===== src/rtl/mem_arb_pkg.sv =====
// Shared types and constants for the memory port arbiter.
// The optional round-robin selection is enabled with the MEM_ARB_RR_EN macro.
package mem_arb_pkg;

  typedef enum logic [1:0] {
    IDLE   = 2'd0,
    ACCESS = 2'd1,
    RESP   = 2'd2
  } state_t;

  localparam logic OWN_I = 1'b0;
  localparam logic OWN_D = 1'b1;

  localparam int unsigned BE_W_MAX = 64;
  localparam logic [BE_W_MAX-1:0] BE_ALL = '1;

endpackage


===== src/rtl/arb_pick.sv =====
// Two-way chooser between fetch and data requests.
// MEM_ARB_RR_EN selects round-robin on ties; otherwise data has fixed priority.
module arb_pick
  import mem_arb_pkg::*;
(
  input  logic CLK,
  input  logic RST,
  input  logic en,
  input  logic i_req,
  input  logic d_req,
  output logic gnt_i,
  output logic gnt_d
);

`ifdef MEM_ARB_RR_EN
  // Last served requester; resets to fetch so data wins the first tie.
  logic last;

  always_comb begin
    gnt_i = 1'b0;
    gnt_d = 1'b0;
    if (en) begin
      if (i_req && d_req) begin
        if (last == OWN_D) gnt_i = 1'b1;
        else               gnt_d = 1'b1;
      end else begin
        gnt_i = i_req;
        gnt_d = d_req;
      end
    end
  end

  always_ff @(posedge CLK or posedge RST) begin
    if (RST)        last <= OWN_I;
    else if (gnt_d) last <= OWN_D;
    else if (gnt_i) last <= OWN_I;
  end
`else
  logic unused_rr;

  assign gnt_d     = en & d_req;
  assign gnt_i     = en & i_req & ~d_req;
  assign unused_rr = ^{CLK, RST};
`endif

endmodule


===== src/rtl/mem_port_arbiter.sv =====
// Serialises fetch and data accesses onto one single-port memory with timeout.
// Build with MEM_ARB_RR_EN for round-robin tie-breaking (see arb_pick).
module mem_port_arbiter
  import mem_arb_pkg::*;
#(
  parameter int unsigned ADDR_W  = 32,
  parameter int unsigned DATA_W  = 32,
  parameter int unsigned TIMEOUT = 15
) (
  input  logic                  CLK,
  input  logic                  RST,
  input  logic                  i_req,
  input  logic [ADDR_W-1:0]     i_addr,
  output logic                  i_gnt,
  output logic                  i_rvalid,
  input  logic                  d_req,
  input  logic                  d_we,
  input  logic [DATA_W/8-1:0]   d_be,
  input  logic [ADDR_W-1:0]     d_addr,
  input  logic [DATA_W-1:0]     d_wdata,
  output logic                  d_gnt,
  output logic                  d_rvalid,
  output logic [DATA_W-1:0]     rdata,
  output logic                  mem_cs,
  output logic                  mem_we,
  output logic [DATA_W/8-1:0]   mem_be,
  output logic [ADDR_W-1:0]     mem_addr,
  output logic [DATA_W-1:0]     mem_wdata,
  input  logic [DATA_W-1:0]     mem_rdata,
  input  logic                  mem_ready,
  output logic                  err
);

  localparam int unsigned BE_W  = DATA_W / 8;
  localparam int unsigned CNT_W = (TIMEOUT > 1) ? $clog2(TIMEOUT) : 1;

  state_t              state;
  logic                owner;
  logic                we_r;
  logic                err_r;
  logic [ADDR_W-1:0]   addr_r;
  logic [BE_W-1:0]     be_r;
  logic [DATA_W-1:0]   wdata_r;
  logic [CNT_W-1:0]    cnt;
  logic                idle;
  logic                access;
  logic                resp;
  logic                timed_out;

  assign idle   = (state == IDLE);
  assign access = (state == ACCESS);
  assign resp   = (state == RESP);

  arb_pick u_pick (
    .CLK   (CLK),
    .RST   (RST),
    .en    (idle),
    .i_req (i_req),
    .d_req (d_req),
    .gnt_i (i_gnt),
    .gnt_d (d_gnt)
  );

  assign timed_out = (TIMEOUT != 0) && !mem_ready && (cnt == CNT_W'(TIMEOUT - 1));

  assign mem_cs    = access;
  assign mem_we    = access & we_r;
  assign mem_be    = access ? be_r    : '0;
  assign mem_addr  = access ? addr_r  : '0;
  assign mem_wdata = access ? wdata_r : '0;

  assign i_rvalid  = resp & (owner == OWN_I);
  assign d_rvalid  = resp & (owner == OWN_D);
  assign err       = resp & err_r;

  always_ff @(posedge CLK or posedge RST) begin
    if (RST) begin
      state   <= IDLE;
      owner   <= OWN_D;
      we_r    <= 1'b0;
      err_r   <= 1'b0;
      addr_r  <= '0;
      be_r    <= '0;
      wdata_r <= '0;
      cnt     <= '0;
      rdata   <= '0;
    end else begin
      case (state)
        IDLE: begin
          if (i_gnt || d_gnt) begin
            state <= ACCESS;
            cnt   <= '0;
            err_r <= 1'b0;
            if (d_gnt) begin
              owner   <= OWN_D;
              addr_r  <= d_addr;
              we_r    <= d_we;
              be_r    <= d_be;
              wdata_r <= d_wdata;
            end else begin
              owner   <= OWN_I;
              addr_r  <= i_addr;
              we_r    <= 1'b0;
              be_r    <= BE_ALL[BE_W-1:0];
              wdata_r <= '0;
            end
          end
        end
        ACCESS: begin
          if (mem_ready) begin
            rdata <= mem_rdata;
            state <= RESP;
          end else if (timed_out) begin
            rdata <= '0;
            err_r <= 1'b1;
            state <= RESP;
          end else begin
            cnt <= cnt + CNT_W'(1);
          end
        end
        RESP: begin
          cnt   <= '0;
          state <= IDLE;
        end
        default: state <= IDLE;
      endcase
    end
  end

endmodule


===== config.mk =====
export PLATFORM = sky130hd
export DESIGN_NAME = mem_port_arbiter
export DESIGN_NICKNAME = d
export VERILOG_FILES = /design/src/rtl/mem_arb_pkg.sv /design/src/rtl/arb_pick.sv /design/src/rtl/mem_port_arbiter.sv
export SDC_FILE = /design/constraint.sdc
export NUM_CORES = 1
export LEC_CHECK = 0
export ABC_AREA = 1
export BUFFER_PORTS_ARGS = -buffer_cell sky130_fd_sc_hd__buf_2
export CORE_ASPECT_RATIO = 1.5
export CORE_MARGIN = 2
export CORE_UTILIZATION = 40
export CTS_CLUSTER_DIAMETER = 120
export DETAILED_ROUTE_END_ITERATION = 8
export PLACE_DENSITY = 0.71
export SETUP_SLACK_MARGIN = 0.15
export SLEW_MARGIN = 20
export SYNTH_ARGS = -nofsm -noshare
export SYNTH_HDL_FRONTEND = slang
export SYNTH_SLANG_ARGS = --single-unit

===== constraint.sdc =====
create_clock -name CLK -period 4.65 [get_ports CLK]
set_clock_uncertainty 0.1 [all_clocks]
set_input_delay 0.465 -clock CLK [delete_from_list [all_inputs] [get_ports CLK]]
set_output_delay 0.465 -clock CLK [all_outputs]
set_load 0.1 [all_outputs]

# After elaboration in Yosys (flattened, before gate mapping)
# Cells that the tools add are included.
[classes] eq_ne=8 muxes=22 n_bitwise=9 reduce_logical=12 addsub=1
[op_table] operator="two-way mux 32 bit" count=6
[op_table] operator="two-way mux 4 bit" count=5
[op_table] operator="case mux 4 bit (3 select lines)" count=1
[op_table] operator="AND reduction 4 bit" count=2
[op_table] operator="bitwise AND 1 bit" count=7
[op_table] operator="two-way mux 2 bit" count=3
[op_table] operator="inequality test 2 bit (second input constant)" count=3
[op_table] operator="AND reduction 2 bit" count=3
[op_table] operator="two-way mux 1 bit" count=5
[op_table] operator="adder 4 x 1 -> 4 bit (second input constant)" count=1
[op_table] operator="== test 4 bit (second input constant)" count=1
[op_table] operator="case mux 2 bit (2 select lines)" count=1
[op_table] operator="nonzero test 2 bit" count=2
[op_table] operator="inequality test 3 x 2 -> 1 bit (second input constant)" count=1
[op_table] operator="nonzero test 3 bit" count=1
[op_table] operator="== test 2 x 1 -> 1 bit (second input constant)" count=1
[op_table] operator="== test 2 bit (second input constant)" count=1
[op_table] operator="zero test 2 bit" count=1
[op_table] operator="inequality test 2 x 1 -> 1 bit (second input constant)" count=1
[op_table] operator="inverter 1 bit" count=2
[op_table] operator="case mux 1 bit (2 select lines)" count=1
[op_table] operator="logical AND 1 bit" count=1
[op_table] operator="zero test 1 bit" count=1
[op_table] operator="logical OR 1 bit" count=1
[word_totals] in_bits=138 word_cells=61 register_bits=109 output_inout_bits=107

# Logic depth before layout (Yosys ltp)
[depth] depth_word=6 depth_mapped=8

# By module
# From an unflattened synthesis, not the netlist that was laid out.
[hier_totals] hier_cells=653 hier_area_um2=5141.2
[modules_own_cells] mod="mem_port_arbiter" instances=1 cells_per_inst=649 seq_area_each_um2=2728.9 area_each_um2=5123.7
[modules_own_cells] mod="arb_pick" instances=1 cells_per_inst=4 seq_area_each_um2=0.0 area_each_um2=17.5

# Least setup slack after synthesis
# Ideal clock, no wire load.
[synth_path] path_kind="register -> output" from="register state[1]" to="output port mem_wdata[10]" required_time_ps=4085 slack_ps=1807 path_buffers=2 stages_incl_launch_ff=6 t_arrival_ps=2278 path_cell_list="dfrtp_1 > nor2_4 > inv_2 > buf_2 > buf_2 > nor2_1"
[synth_between] elab_chain_cells=2
[synth_rtl] element="start: declaration" line="mem_port_arbiter.sv:37" text="state_t state;"
[synth_rtl] element="start signal: assignment" line="mem_port_arbiter.sv:78" text="state <= IDLE;"
[synth_rtl] element="start signal: assignment" line="mem_port_arbiter.sv:91" text="state <= ACCESS;"
[synth_rtl] element="start signal: assignment" line="mem_port_arbiter.sv:112" text="state <= RESP;"
[synth_rtl] element="== test 2 x 1 -> 1 bit" line="mem_port_arbiter.sv:51" text="assign access = (state == ACCESS);"
[synth_rtl] element="two-way mux 32 bit" line="mem_port_arbiter.sv:70" text="assign mem_wdata = access ? wdata_r : '0;"
[synth_rtl] element="end: declaration" line="mem_port_arbiter.sv:28" text="output logic [DATA_W-1:0] mem_wdata,"
# Every way passes these cells.

# Final worst setup path
[layout_path] from="register state[0]" to="output port mem_wdata[12]"
# The elaborated chain is that of the path after synthesis.

==> impl_results.md <==
* Outcome: complete, no violations
* Sequential-to-total area share from yosys stat at 53.7%
* Syn_area_per_cell at 8.21 um^2
* Final setup violation count at 0
* Starting density of the core at 40.8%
* Worst-margin pin slew at 918 ps
* Setup Fix Bufs, Post-CTS at 0
* Minimum clock period at 2800 ps
* Hpwl dp at 9520 um
* Max_slew headroom at 38.8%
* H-tree levels at 3
* Routability cong. at 0.794
* Placed inst area at 6280 um^2
* Antenna diode count at 0
* RSZ-0062 raised after global routing: no
* Post-synth ARST share at 100%
* Max Cap Viol at 0
* Largest cells by area after synthesis: dfrtp_1 (53%), nor2_1 (8.6%), o21ai_0 (7.0%)
* Synth area leader: dfrtp_1
* Syn. warnings at 0
* Fin Setup TNS at 0 ps
* Number of port buffers at 244
* Fill count at 1,250
* Count leader, synth: nor2_1
* CP Capture Type: output port
* Largest net degree at the start of global routing at 99
* Number of antenna violations at the first check in global routing at 0
* DR WL met3 at 1050 um
* Worst EP required at 4090 ps
* Nets at 977
* Layout cells sized above 1 at 33.4%
* Tot GR Track Use at 20.0%
* Vias at 4,862
* Area of the core at 12,400 um^2
* Max Used Layer: met4
* Post-cts sizing count at 0
* Syn_nets at 759
* Primary FF master, synth: dfrtp_1
* Clk sink count at 109
* Post-route cell area at 6580 um^2
* R2R setup slack at 2250 ps
* WL/cell at 13.7 um
* R2R depth at 5
* Die Wd at 96.0 um
* Yosys top cell area share at 53.2%
* Skew-Pair Late Insertion Delay at 340 ps
* R2R Path Start: state[1]
* Vias in the first global route at 4,680
* Clock Pin Slew Worst Setup and Hold Paths at 80 ps
* Post-synth top cells: nor2_1 (117), dfrtp_1 (108), nand2_1 (83)
* Cts bufs inserted at 9
* Detailed-route DRC error count at 0
* Max-slew violation count at 0
* Root buf cell: clkbuf_16
* Endpoints failing hold at 0
* Iter 0 DRT Violations at 197
* Netlist cell types at 24
* Reg2reg end: addr_r[25]
* Post-synth EDFFs at 0
* Die Y at 142 um
* Number of cell rows at 50
* FMAX at 357 MHz
* FF+latch count, synth at 109
* Maximum buffer depth of the clock tree at 2
* CP Launch Type: flop
* Synth Cell Area at 5080 um^2
* Worst Path Class, Setup: reg2out
* HP Class: in2async
* Met1 Wirelength at 5310 um
* Boundary pin count at 245
* ANT nets after route at 0
* Die area at 13,600 um^2
* Global route overflow at 0
* Crit path DAT at 2230 ps
* Synth Instances at 619
* Worst-path maximum fanout at 38
* Tcrit/Tclk final at 60.2%
* CTS tree: done
* DRT Wirelength at 13,700 um
* First-pass detailed-route iteration total at 4
* Cts hold-fix bufs at 0
* Drt via density at 4.87
* WL met2 at 7040 um
* First-pass GRT wire length at 21,600 um
* Area Overhead vs Synth at 29.5%
## layout make-up
type                    count  area [um^2]  share of cell area, %
clock buffers              10          239                   3.63
clock inverters             6         51.3                  0.780
inverters                  85          324                   4.93
multi-input cells         383         1780                   27.1
flip-flops and latches    109         2730                   41.5
well taps                 156          195                   2.97
repair buffers            249         1260                   19.1
## cells in the final DEF (no fill, tap or decap), types with 9 or more instances in the layout
cell,n
nand3_1,40
o22ai_1,26
nand2_1,83
nor2_1,117
o21ai_0,71
dfrtp_1,108
o21ai_1,27
inv_1,80
buf_2,244
clkbuf_16,9
## sequential cells by signal, summed over array words and instances (netlist names)
register,count
rdata,32
owner,1
cnt,4
be_r,4
state,2
addr_r,32
err_r,1
we_r,1
wdata_r,32
## critical path, stage by stage, from the launching register on
cell and delay [ps]:
dfrtp_1 410, inv_2 90, nor2_4 40, inv_2 470, buf_4 460, nor2_1 100
buf_2 310
## worst max path at each step
stage                     cells past startpoint       endpoint     start
final                                         6  mem_wdata[12]  state[0]
after global placement                        6      mem_be[3]  state[0]
after global routing                          6   mem_addr[29]  state[0]
after floorplan                               1      addr_r[0]       RST
after detailed placement                      5        be_r[3]  state[1]
after CTS                                     6  mem_wdata[12]  state[0]
## cell families after synthesis
family,synth area share (%)
adders and majority gates,0.492
and+or+nand+nor,19.7
buffers and inverters,11.3
xor gates and xnor gates,0.172
DFF,53.7
AOI/OAI and AO/OA,14.6
## per-layer routing
metal  vias to the layer above  GRT usage (%)
met5                         -              0
met4                         0           6.77
met3                        20           4.56
met2                       209           35.0
met1                      2243           23.8
li1                       2390              -
## metrics by stage
| step | setup WS [ps] | hold slack, ps | util (%) | std cells |
|---|---|---|---|---|
| CTS | 1850 | 216 | 52.8 | 998 |
| detailed placement | 2230 | 368 | 50.5 | 982 |
| floorplan | 1210 | 366 | - | 619 |
| finish | 1850 | 134 | 52.8 | 998 |
| global route | 1720 | 194 | 52.8 | 998 |
| global placement | 2250 | 373 | 50.5 | 982 |
Power is not shown: default switching activity piles up to over one toggle a cycle in this logic, so the estimate is an artifact.
